<file path="src/rtl/bf_pkg.sv">
// bf_pkg: shared opcode bytes, terminator and loader state encoding for the BF program loader.
package bf_pkg;
    localparam logic [7:0] OP_INC     = 8'h2B;
    localparam logic [7:0] OP_DEC     = 8'h2D;
    localparam logic [7:0] OP_LEFT    = 8'h3C;
    localparam logic [7:0] OP_RIGHT   = 8'h3E;
    localparam logic [7:0] OP_OPEN    = 8'h5B;
    localparam logic [7:0] OP_CLOSE   = 8'h5D;
    localparam logic [7:0] OP_OUT     = 8'h2E;
    localparam logic [7:0] OP_IN      = 8'h2C;
    localparam logic [7:0] CH_HASH    = 8'h23;
    localparam logic [7:0] CH_NEWLINE = 8'h0A;
    localparam logic [7:0] TERM_BYTE  = 8'h00;
    typedef enum logic [2:0] {S_IDLE, S_LOAD, S_TERM, S_RUN, S_ERROR} loader_state_t;
endpackage

</file>
<file path="src/rtl/bf_char_decode.sv">
// bf_char_decode: classifies a byte as BF opcode / bracket; hash and newline flags exist only with BF_LOADER_COMMENT_EN.
module bf_char_decode
    import bf_pkg::*;
(
    input  logic [7:0] i_data,
    output logic       o_is_opcode,
    output logic       o_is_open,
    output logic       o_is_close
`ifdef BF_LOADER_COMMENT_EN
    ,
    output logic       o_is_hash,
    output logic       o_is_newline
`endif
);
    assign o_is_open   = i_data == OP_OPEN;
    assign o_is_close  = i_data == OP_CLOSE;
    assign o_is_opcode = o_is_open | o_is_close | (i_data == OP_INC) | (i_data == OP_DEC) |
                         (i_data == OP_LEFT) | (i_data == OP_RIGHT) | (i_data == OP_OUT) | (i_data == OP_IN);
`ifdef BF_LOADER_COMMENT_EN
    assign o_is_hash    = i_data == CH_HASH;
    assign o_is_newline = i_data == CH_NEWLINE;
`endif
endmodule

</file>
<file path="src/rtl/bf_program_loader.sv">
// bf_program_loader: filters UART bytes to BF opcodes, stores them with a 0x00 terminator, checks brackets/capacity; '#' comments with BF_LOADER_COMMENT_EN.
module bf_program_loader
    import bf_pkg::*;
#(
    parameter int PROG_ADDR_SIZE = 4,
    parameter int DEPTH_SIZE     = 4
)
(
    input  logic                      i_sys_clk,
    input  logic                      i_reset,
    input  logic                      i_loading,
    input  logic                      i_rx_valid,
    input  logic [7:0]                i_rx_data,
    output logic                      o_mem_we,
    output logic [PROG_ADDR_SIZE-1:0] o_mem_addr,
    output logic [7:0]                o_mem_data,
    output logic                      o_proc_run,
    output logic [PROG_ADDR_SIZE-1:0] o_prog_len,
    output logic                      o_overflow,
    output logic                      o_unbalanced,
    output logic                      o_busy
);
    localparam logic [PROG_ADDR_SIZE-1:0] ADDR_MAX  = '1;
    localparam logic [DEPTH_SIZE-1:0]     DEPTH_MAX = '1;

    loader_state_t             r_state, w_state;
    logic [PROG_ADDR_SIZE-1:0] r_addr, w_addr, r_mem_addr, w_mem_addr, r_prog_len, w_prog_len;
    logic [DEPTH_SIZE-1:0]     r_depth, w_depth;
    logic [7:0]                r_mem_data, w_mem_data;
    logic                      r_mem_we, w_mem_we, r_overflow, w_overflow, r_unbalanced, w_unbalanced;
    logic                      r_proc_run, r_busy;
    logic                      w_is_opcode, w_is_open, w_is_close, w_accept;
`ifdef BF_LOADER_COMMENT_EN
    logic                      r_comment, w_comment, w_is_hash, w_is_newline;
`endif

    bf_char_decode u_decode (
        .i_data       (i_rx_data),
        .o_is_opcode  (w_is_opcode),
        .o_is_open    (w_is_open),
`ifdef BF_LOADER_COMMENT_EN
        .o_is_close   (w_is_close),
        .o_is_hash    (w_is_hash),
        .o_is_newline (w_is_newline)
`else
        .o_is_close   (w_is_close)
`endif
    );

`ifdef BF_LOADER_COMMENT_EN
    assign w_accept = i_rx_valid & w_is_opcode & ~r_comment;
`else
    assign w_accept = i_rx_valid & w_is_opcode;
`endif

    // Next state and next register values; everything holds unless a state rule changes it.
    always_comb begin
        w_state      = r_state;
        w_addr       = r_addr;
        w_depth      = r_depth;
        w_mem_we     = 1'b0;
        w_mem_addr   = r_mem_addr;
        w_mem_data   = r_mem_data;
        w_prog_len   = r_prog_len;
        w_overflow   = r_overflow;
        w_unbalanced = r_unbalanced;
`ifdef BF_LOADER_COMMENT_EN
        w_comment    = r_comment;
`endif
        case (r_state)
            S_IDLE, S_RUN, S_ERROR: begin
                if (i_loading) begin
                    w_state      = S_LOAD;
                    w_addr       = '0;
                    w_depth      = '0;
                    w_prog_len   = '0;
                    w_overflow   = 1'b0;
                    w_unbalanced = 1'b0;
`ifdef BF_LOADER_COMMENT_EN
                    w_comment    = 1'b0;
`endif
                end
            end
            S_LOAD: begin
                if (!i_loading) begin
                    w_state      = S_TERM;
                    w_mem_we     = 1'b1;
                    w_mem_addr   = r_addr;
                    w_mem_data   = TERM_BYTE;
                    w_prog_len   = r_addr;
                    w_unbalanced = r_unbalanced | (r_depth != '0);
                end else begin
`ifdef BF_LOADER_COMMENT_EN
                    if (i_rx_valid && r_comment && w_is_newline)
                        w_comment = 1'b0;
                    else if (i_rx_valid && !r_comment && w_is_hash)
                        w_comment = 1'b1;
`endif
                    if (w_accept) begin
                        if (r_addr != ADDR_MAX) begin
                            w_mem_we   = 1'b1;
                            w_mem_addr = r_addr;
                            w_mem_data = i_rx_data;
                            w_addr     = r_addr + 1'b1;
                        end else begin
                            w_overflow = 1'b1;
                        end
                        if (w_is_open) begin
                            if (r_depth == DEPTH_MAX) w_unbalanced = 1'b1;
                            else w_depth = r_depth + 1'b1;
                        end
                        if (w_is_close) begin
                            if (r_depth == '0) w_unbalanced = 1'b1;
                            else w_depth = r_depth - 1'b1;
                        end
                    end
                end
            end
            S_TERM:  w_state = (r_overflow | r_unbalanced) ? S_ERROR : S_RUN;
            default: w_state = S_IDLE;
        endcase
    end

    // State and output registers; proc_run/busy are registered decodes of the next state.
    always_ff @(posedge i_sys_clk) begin
        if (!i_reset) begin
            r_state      <= S_IDLE;
            r_addr       <= '0;
            r_depth      <= '0;
            r_mem_we     <= 1'b0;
            r_mem_addr   <= '0;
            r_mem_data   <= '0;
            r_prog_len   <= '0;
            r_overflow   <= 1'b0;
            r_unbalanced <= 1'b0;
            r_proc_run   <= 1'b0;
            r_busy       <= 1'b0;
`ifdef BF_LOADER_COMMENT_EN
            r_comment    <= 1'b0;
`endif
        end else begin
            r_state      <= w_state;
            r_addr       <= w_addr;
            r_depth      <= w_depth;
            r_mem_we     <= w_mem_we;
            r_mem_addr   <= w_mem_addr;
            r_mem_data   <= w_mem_data;
            r_prog_len   <= w_prog_len;
            r_overflow   <= w_overflow;
            r_unbalanced <= w_unbalanced;
            r_proc_run   <= w_state == S_RUN;
            r_busy       <= (w_state == S_LOAD) || (w_state == S_TERM);
`ifdef BF_LOADER_COMMENT_EN
            r_comment    <= w_comment;
`endif
        end
    end

    assign o_mem_we     = r_mem_we;
    assign o_mem_addr   = r_mem_addr;
    assign o_mem_data   = r_mem_data;
    assign o_prog_len   = r_prog_len;
    assign o_overflow   = r_overflow;
    assign o_unbalanced = r_unbalanced;
    assign o_proc_run   = r_proc_run;
    assign o_busy       = r_busy;
endmodule

</file>
<file path="config.mk">
export PLATFORM = sky130hd
export DESIGN_NAME = bf_program_loader
export DESIGN_NICKNAME = d
export VERILOG_FILES = /design/src/rtl/bf_pkg.sv /design/src/rtl/bf_char_decode.sv /design/src/rtl/bf_program_loader.sv
export SDC_FILE = /design/constraint.sdc
export NUM_CORES = 1
export LEC_CHECK = 0
export ABC_AREA = 1
export CELL_PAD_IN_SITES_DETAIL_PLACEMENT = 2
export CELL_PAD_IN_SITES_GLOBAL_PLACEMENT = 2
export CORE_ASPECT_RATIO = 1.1
export CORE_UTILIZATION = 26
export DETAILED_ROUTE_END_ITERATION = 10
export PLACE_DENSITY_LB_ADDON = 0.1
export SYNTH_ARGS = -nofsm -noshare
export SYNTH_HDL_FRONTEND = slang
export SYNTH_SLANG_ARGS = --single-unit
</file>
<file path="constraint.sdc">
create_clock -name i_sys_clk -period 1.6 [get_ports i_sys_clk]
set_clock_uncertainty 0.15 [all_clocks]
set_input_delay 0.32 -clock i_sys_clk [delete_from_list [all_inputs] [get_ports i_sys_clk]]
set_output_delay 0.32 -clock i_sys_clk [all_outputs]
set_load 0.005 [all_outputs]
</file>
After elaboration in Yosys (flattened, before gate mapping)
Index checks and enable logic that the tools add are counted.
{ "word_totals": {"regBits": 32, "inputBits": 12, "output_inout_bits": 21, "word_cells": 102} }
{ "op_classes": {"addsub": 3, "eq_ne": 26, "muxes": 39, "n_bitwise": 10, "reduce_logical": 13} }
{ "op_table": {"columns": ["cell", "count"], "rows": [
  ["2-to-1 mux 4 bit", 14],
  ["== test 8 x 6 -> 1 bit (second input constant)", 6],
  ["2-to-1 mux 8 bit", 3],
  ["case mux 4 bit (2 select lines)", 3],
  ["== test 8 x 7 -> 1 bit (second input constant)", 2],
  ["2-to-1 mux 1 bit", 13],
  ["== test 3 x 2 -> 1 bit (second input constant)", 4],
  ["!= test 2 bit (second input constant)", 6],
  ["AND reduction 5 bit", 2],
  ["2-to-1 mux 3 bit", 3],
  ["bitwise OR 1 bit", 9],
  ["case mux 3 bit (3 select lines)", 1],
  ["AND reduction 3 bit", 3],
  ["adder 4 x 1 -> 4 bit (second input constant)", 2],
  ["== test 3 x 1 -> 1 bit (second input constant)", 2],
  ["== test 4 bit (second input constant)", 1],
  ["zero test 4 bit", 1],
  ["!= test 2 x 1 -> 1 bit (second input constant)", 2],
  ["!= test 4 bit (second input constant)", 1],
  ["case mux 1 bit (2 select lines)", 2],
  ["AND reduction 4 bit", 1],
  ["nonzero test 4 bit", 1],
  ["subtractor 4 x 1 -> 4 bit (second input constant)", 1],
  ["== test 3 bit (second input constant)", 1],
  ["7 further kinds", 7]
]} }

Logic depth before layout (Yosys ltp)
{ "depth": {"word_depth": 12, "ltp_mapped": 14, "depth_no_buf": 14} }

Hierarchy
From an unflattened synthesis, not the netlist that was laid out.
{ "unflattened": {"cells_unflattened": 249, "hier_area_um2": 1692.9} }
{ "modules_own_cells": {"columns": ["mod", "instances", "cells_each", "area_each_um2", "seq_area_each_um2"], "rows": [
  ["bf_program_loader", 1, 225, 1600.3, 640.6],
  ["bf_char_decode", 1, 24, 92.6, 0.0]
]} }

Worst setup path after synthesis
OpenSTA, ideal clock, no wires.
{ "synth_timing": {"path_type": "input -> register", "start": "input port i_rx_data[5]", "end": "register r_mem_addr[0], in the netlist o_mem_addr[0]", "setup_ns": 0.116, "arrival_ns": 1.277, "path_slack_ns": 0.057, "cell_stages": 10, "n_path_buf": 0, "cell_sequence": "nor2_1 > nand3_2 > nor2_2 > nor2_2 > nand2_4 > nand4_4 > nand2_2 > inv_2 > nor2_1 > nor2_1"} }
{ "synth_via": {"elab_chain_len": 11} }
{ "synth_rtl": {"columns": ["element", "line_no", "text"], "rows": [
  ["from (decl)", "bf_program_loader.sv:13", "input logic [7:0] i_rx_data,"],
  ["== test 8 x 7 -> 1 bit, on equally long branches", "bf_char_decode.sv:15, bf_char_decode.sv:16", null],
  ["bitwise OR 1 bit (4 in series)", "bf_char_decode.sv:17", "assign o_is_opcode = o_is_open | o_is_close | (i_data == OP_INC) | (i_data == OP_DEC) |"],
  ["bitwise OR 1 bit (2 in series)", "bf_char_decode.sv:18", "(i_data == OP_LEFT) | (i_data == OP_RIGHT) | (i_data == OP_OUT) | (i_data == OP_IN);"],
  ["bitwise OR 1 bit *", "bf_char_decode.sv:18", null],
  ["AND 1 bit *", "bf_program_loader.sv:53", "assign w_accept = i_rx_valid & w_is_opcode;"],
  ["!= test 2 x 1 -> 1 bit (no line) *", null, null],
  ["AND reduction 3 bit (no line) *", null, null],
  ["to (signal assigned)", "bf_program_loader.sv:146", "r_mem_addr <= w_mem_addr;"],
  ["to (decl)", "bf_program_loader.sv:27", "logic [PROG_ADDR_SIZE-1:0] r_addr, w_addr, r_mem_addr, w_mem_addr, r_prog_len, w_prog_len;"]
]} }
Mark *: on every way between the ends. The rest lies on a longest branch, timed or not.
A chain may end at the register's enable or synchronous reset.

Worst setup path after layout
{ "layout_timing": {"start": "register r_state[0]", "end": "register r_depth[1]"} }
{ "layout_via": {"elab_chain_len": 4} }
{ "layout_rtl": {"columns": ["element", "line_no", "text"], "rows": [
  ["from (decl)", "bf_program_loader.sv:26", "loader_state_t r_state, w_state;"],
  ["from (signal assigned)", "bf_program_loader.sv:142", "r_state <= w_state;"],
  ["== test 3 x 2 -> 1 bit, or another cell as far along", "bf_program_loader.sv:70", "case (r_state)"],
  ["OR reduction 3 bit", "bf_program_loader.sv:70", null],
  ["!= test 2 bit (no line) or nonzero test 2 bit (tied branches)", null, null],
  ["AND reduction 4 bit (no line)", null, null],
  ["to (signal assigned)", "bf_program_loader.sv:144", "r_depth <= w_depth;"],
  ["to (decl)", "bf_program_loader.sv:28", "logic [DEPTH_SIZE-1:0] r_depth, w_depth;"]
]} }
Parallel ways exist; a longest one is shown, timed or not.

==> metrics.md <==
| Metric | Value |
|---|---|
| Classification of the worst-slack hold path | `in -> reg` |
| Clock latency reported for the late side of the worst-skew pair | `0.29 ns` |
| Worst IR Drop VDD | `around 0.43 mV` |
| Leakage power summed over all cells | `between 1 and 1.5 nW` |
| Vias in the first global route | `roughly 2100` |
| Count of unique library cells instantiated by Yosys | `35` |
| Initial antenna violation count | `0` |
| Number of vias in the routed layout | `1934` |
| Deepest clock path buffer count | `2` |
| Detailed-route wire length per cell | `16.61 um` |
| CP Class | `reg -> reg` |
| Post-DR vias/cell | `around 4.8` |
| Part of the cycle the worst path needs | `101.8%` |
| P&R area growth vs syn | `68.52%` |
| Slowest library cell on the worst path | `dfxtp_4` |
| Fin Hold WS | `between 0.2 and 0.25 ns` |
| Warning count from the yosys run | `0` |
| Commonest cells after routing, fill and taps aside | `46 x buf_4, 34 x nand2_1, 22 x nand3_1` |
| Power per unit of standard cell area | `848.9 nW/um^2` |
| Remaining DRCs | `0` |
| Cells along the critical path | `or2_4 > o21ai_4 > inv_2 > nand2_2 > nand2_4 > inv_4 > buf_6 > nand2_4 > o21ai_2 > nor2_2` |
| Estimated wirelength of the detail-placed design | `4564 um` |
| Count of clock tree sinks | `32` |
| Final wirelength | `6762 um` |
| Post-detailed-placement cell area | `about 2500 sq um` |
| Number of diodes | `0` |
| Cts bufs inserted | `5` |
| Final min period | `1.629 ns` |
| Global placement routability congestion | `0.7640` |
| Number of standard-cell rows in the floorplan | `30` |
| Congestion Overflow GR | `0` |
| Worst-case reg-to-reg path depth | `10` |
| Worst reg2reg path startpoint | `r_state[0]` |
| Finished Cell Area | `2914 sq um` |
| Layout net count | `342` |
| Mapped Nets | `253` |
| Wire length on met1 | `2827 um` |
| Final-report setup violation count | `1` |
| Ys async rst share | `0%` |
| Port Buffers | `32` |
| F_max | `a little over 600 MHz` |
| Worst Slack Setup Final | `-0.02877 ns` |
| Crit Path Max Fanout | `5` |
| Violation count after the first detailed-route iteration | `36` |
| Io pins | `33` |
| Worst setup path endpoint | `r_depth[1]` |
| Fraction of the core area covered by cells at the end of the flow | `between 40% and 50%` |
| Worst-case headroom to the max-slew limit | `between 70% and 80%` |
| Critical Path Sink Type | `flop` |
| Required time reported for the critical path endpoint | `1.63 ns` |
| Count of mapped cells out of synthesis | `238` |
| Maximum number of pins on one net before global-route repair | `22` |
| Clock slew at reported path FFs | `0.07 ns` |
| Setup WS pre-CTS | `-0.6944 ns` |
| Die X-Extent | `79.76 um` |
| Share of cells above drive strength 1 | `between 40% and 50%` |
| RSZ-0062 raised after global routing | `yes` |
| Max-slew violation count | `0` |
| Wire length on met3 | `150 um` |
| Top cell by count, worst path | `nand2_4` |
| Commonest non-fill, non-tap cell in the layout | `buf_4` |
| First-pass GRT wire length | `approximately 10000 um` |
| Core Region | `roughly 6300 sq um` |
| Slew at the pin closest to its max-slew limit | `0.3537 ns` |
| Post-synth top flop | `dfxtp_1` |
| Total of hold buffers inserted after clock tree synthesis | `0` |
| Clock root buffer | `clkbuf_8` |
| Reg-to-reg setup timing slack | `-0.03 ns` |
| Outcome | `finished with violations` |
| Violations in the final reports | `setup timing` |
| Final-layout fill cell count | `around 740` |
| CTS tree | `done` |
| Type of origin of the critical path | `flop` |
| Arrival time reported for the critical path endpoint | `around 1.7 ns` |
| Die outline height | `87.53 um` |
| Share of the yosys chip area belonging to registers | `37.05%` |
| Cell area after synthesis | `about 1700 sq um` |
| Number of flops mapped to enable cells by yosys | `0` |
| Starting density of the core | `27.42%` |
| Reg-to-Reg End | `r_depth[1]` |
| Global Route Usage Sum | `approximately a fifth` |
| Uppermost layer routed | `met4` |
| Synthesized area divided by synthesized cell count | `~7.3 sq um` |
| Max H-tree Level | `2` |
| Worst path max stage delay | `0.36 ns` |
| Critical path launch point | `r_state[0]` |
| Detailed-routing iteration count for the pre-antenna-repair pass | `4` |
| Met2 wire len | `3682 um` |
| Die ar. | `6981 sq um` |
| Final count of hold timing violations | `0` |
| Max Cap Viol | `0` |
| Count of antenna-violating nets left after detailed routing | `0` |
| Number of flip-flops and latches in the synthesized netlist | `32` |
-- per-stage QoR --
step	setup TNS, ns	power, mW	std cells
finish	-0.02877	2.474	407
global route	-0.8156	2.602	407
CTS	-0.006092	2.353	406
detailed placement	-14.92	1.654	392
global placement	-13.07	1.631	392
floorplan	0	1.254	238
-- report_power, final --
group	internal (mW)	switching (mW)	total [mW]
Sequential	0.845	0.0342	0.879
Clock	0.296	0.309	0.604
Combinational	0.443	0.547	0.990
Total	1.58	0.890	2.47
-- synth_stat cells, types with 3 or more instances --
master	number	area [sq um]
dfxtp_1	32	640.6
nand3_1	24	120.1
nand2_2	8	50.05
o21ai_0	10	50.05
nor2_2	3	18.77
xor2_1	4	35.03
inv_2	4	15.01
nand2_1	46	172.7
ha_1	3	37.54
inv_1	24	90.09
a21oi_1	23	115.1
nor2_1	26	97.59
-- final cells by class --
cell class | instances | area (sq um) | area share, %
inverters | 29 | 123.9 | 4.251
clock inverters | 1 | 5.005 | 0.1717
clock buffers | 6 | 72.57 | 2.490
repair buffers | 85 | 747.0 | 25.63
multi-input cells | 174 | 1201 | 41.22
well taps | 80 | 100.1 | 3.435
flip-flops and latches | 32 | 664.4 | 22.80
-- per-layer routing --
metal / GRT usage (%) / up-vias
met5: 0 / -
met4: 4.870 / 0
met3: 2.917 / 9
met2: 37.30 / 27
met1: 20.29 / 940
li1: - / 958
-- registers in the layout, indices dropped and copies added (netlist names), 3 cells and up --
| name | cells |
|---|---|
| o_mem_addr | 4 |
| o_mem_data | 8 |
| o_prog_len | 4 |
| r_addr | 4 |
| r_depth | 4 |
| r_state | 3 |
-- critical path: cells and delay by family, from the launching register on --
family                 cells  cell delay [ns]
AOI/OAI and AO/OA          2             0.24
buffers and inverters      3             0.27
DFF                        1             0.36
and+or+nand+nor            5             0.50
-- how the worst min path moves through the flow --
| stage | from | endpoint | slack, ns | depth (start not counted) |
|---|---|---|---|---|
| after floorplan | o_mem_data[7] | o_mem_data[7] | 0.28 | 2 |
| after global placement | o_mem_data[7] | o_mem_data[7] | 0.28 | 2 |
| after detailed placement | o_mem_data[7] | o_mem_data[7] | 0.30 | 2 |
| after CTS | i_rx_data[5] | o_mem_data[5] | 0.20 | 3 |
| after global routing | i_rx_data[5] | o_mem_data[5] | 0.21 | 3 |
| final | i_rx_data[5] | o_mem_data[5] | 0.20 | 3 |
-- cell families (layout without fill, tap and decap cells) --
logic type / after synthesis / in the layout / share of synthesized area (%)
compound gates: 43 / 43 / 13.60
flops: 32 / 32 / 37.05
buf+inv: 33 / 121 / 7.743
xor+xnor: 4 / 4 / 2.026
simple gates: 123 / 124 / 37.41
fa+ha+maj: 3 / 3 / 2.171
-- repair_timing --
action | 4_1_cts | 5_1_grt
endpoints found under the hold margin | 0 | 0
setup buffers | 8 | 1
setup endpoints to repair | 38 | 39
resized for setup | 69 | 80
cloned | 0 | 1
pin swaps | 22 | 33
Note: power is estimated with default switching activity, not from simulation.
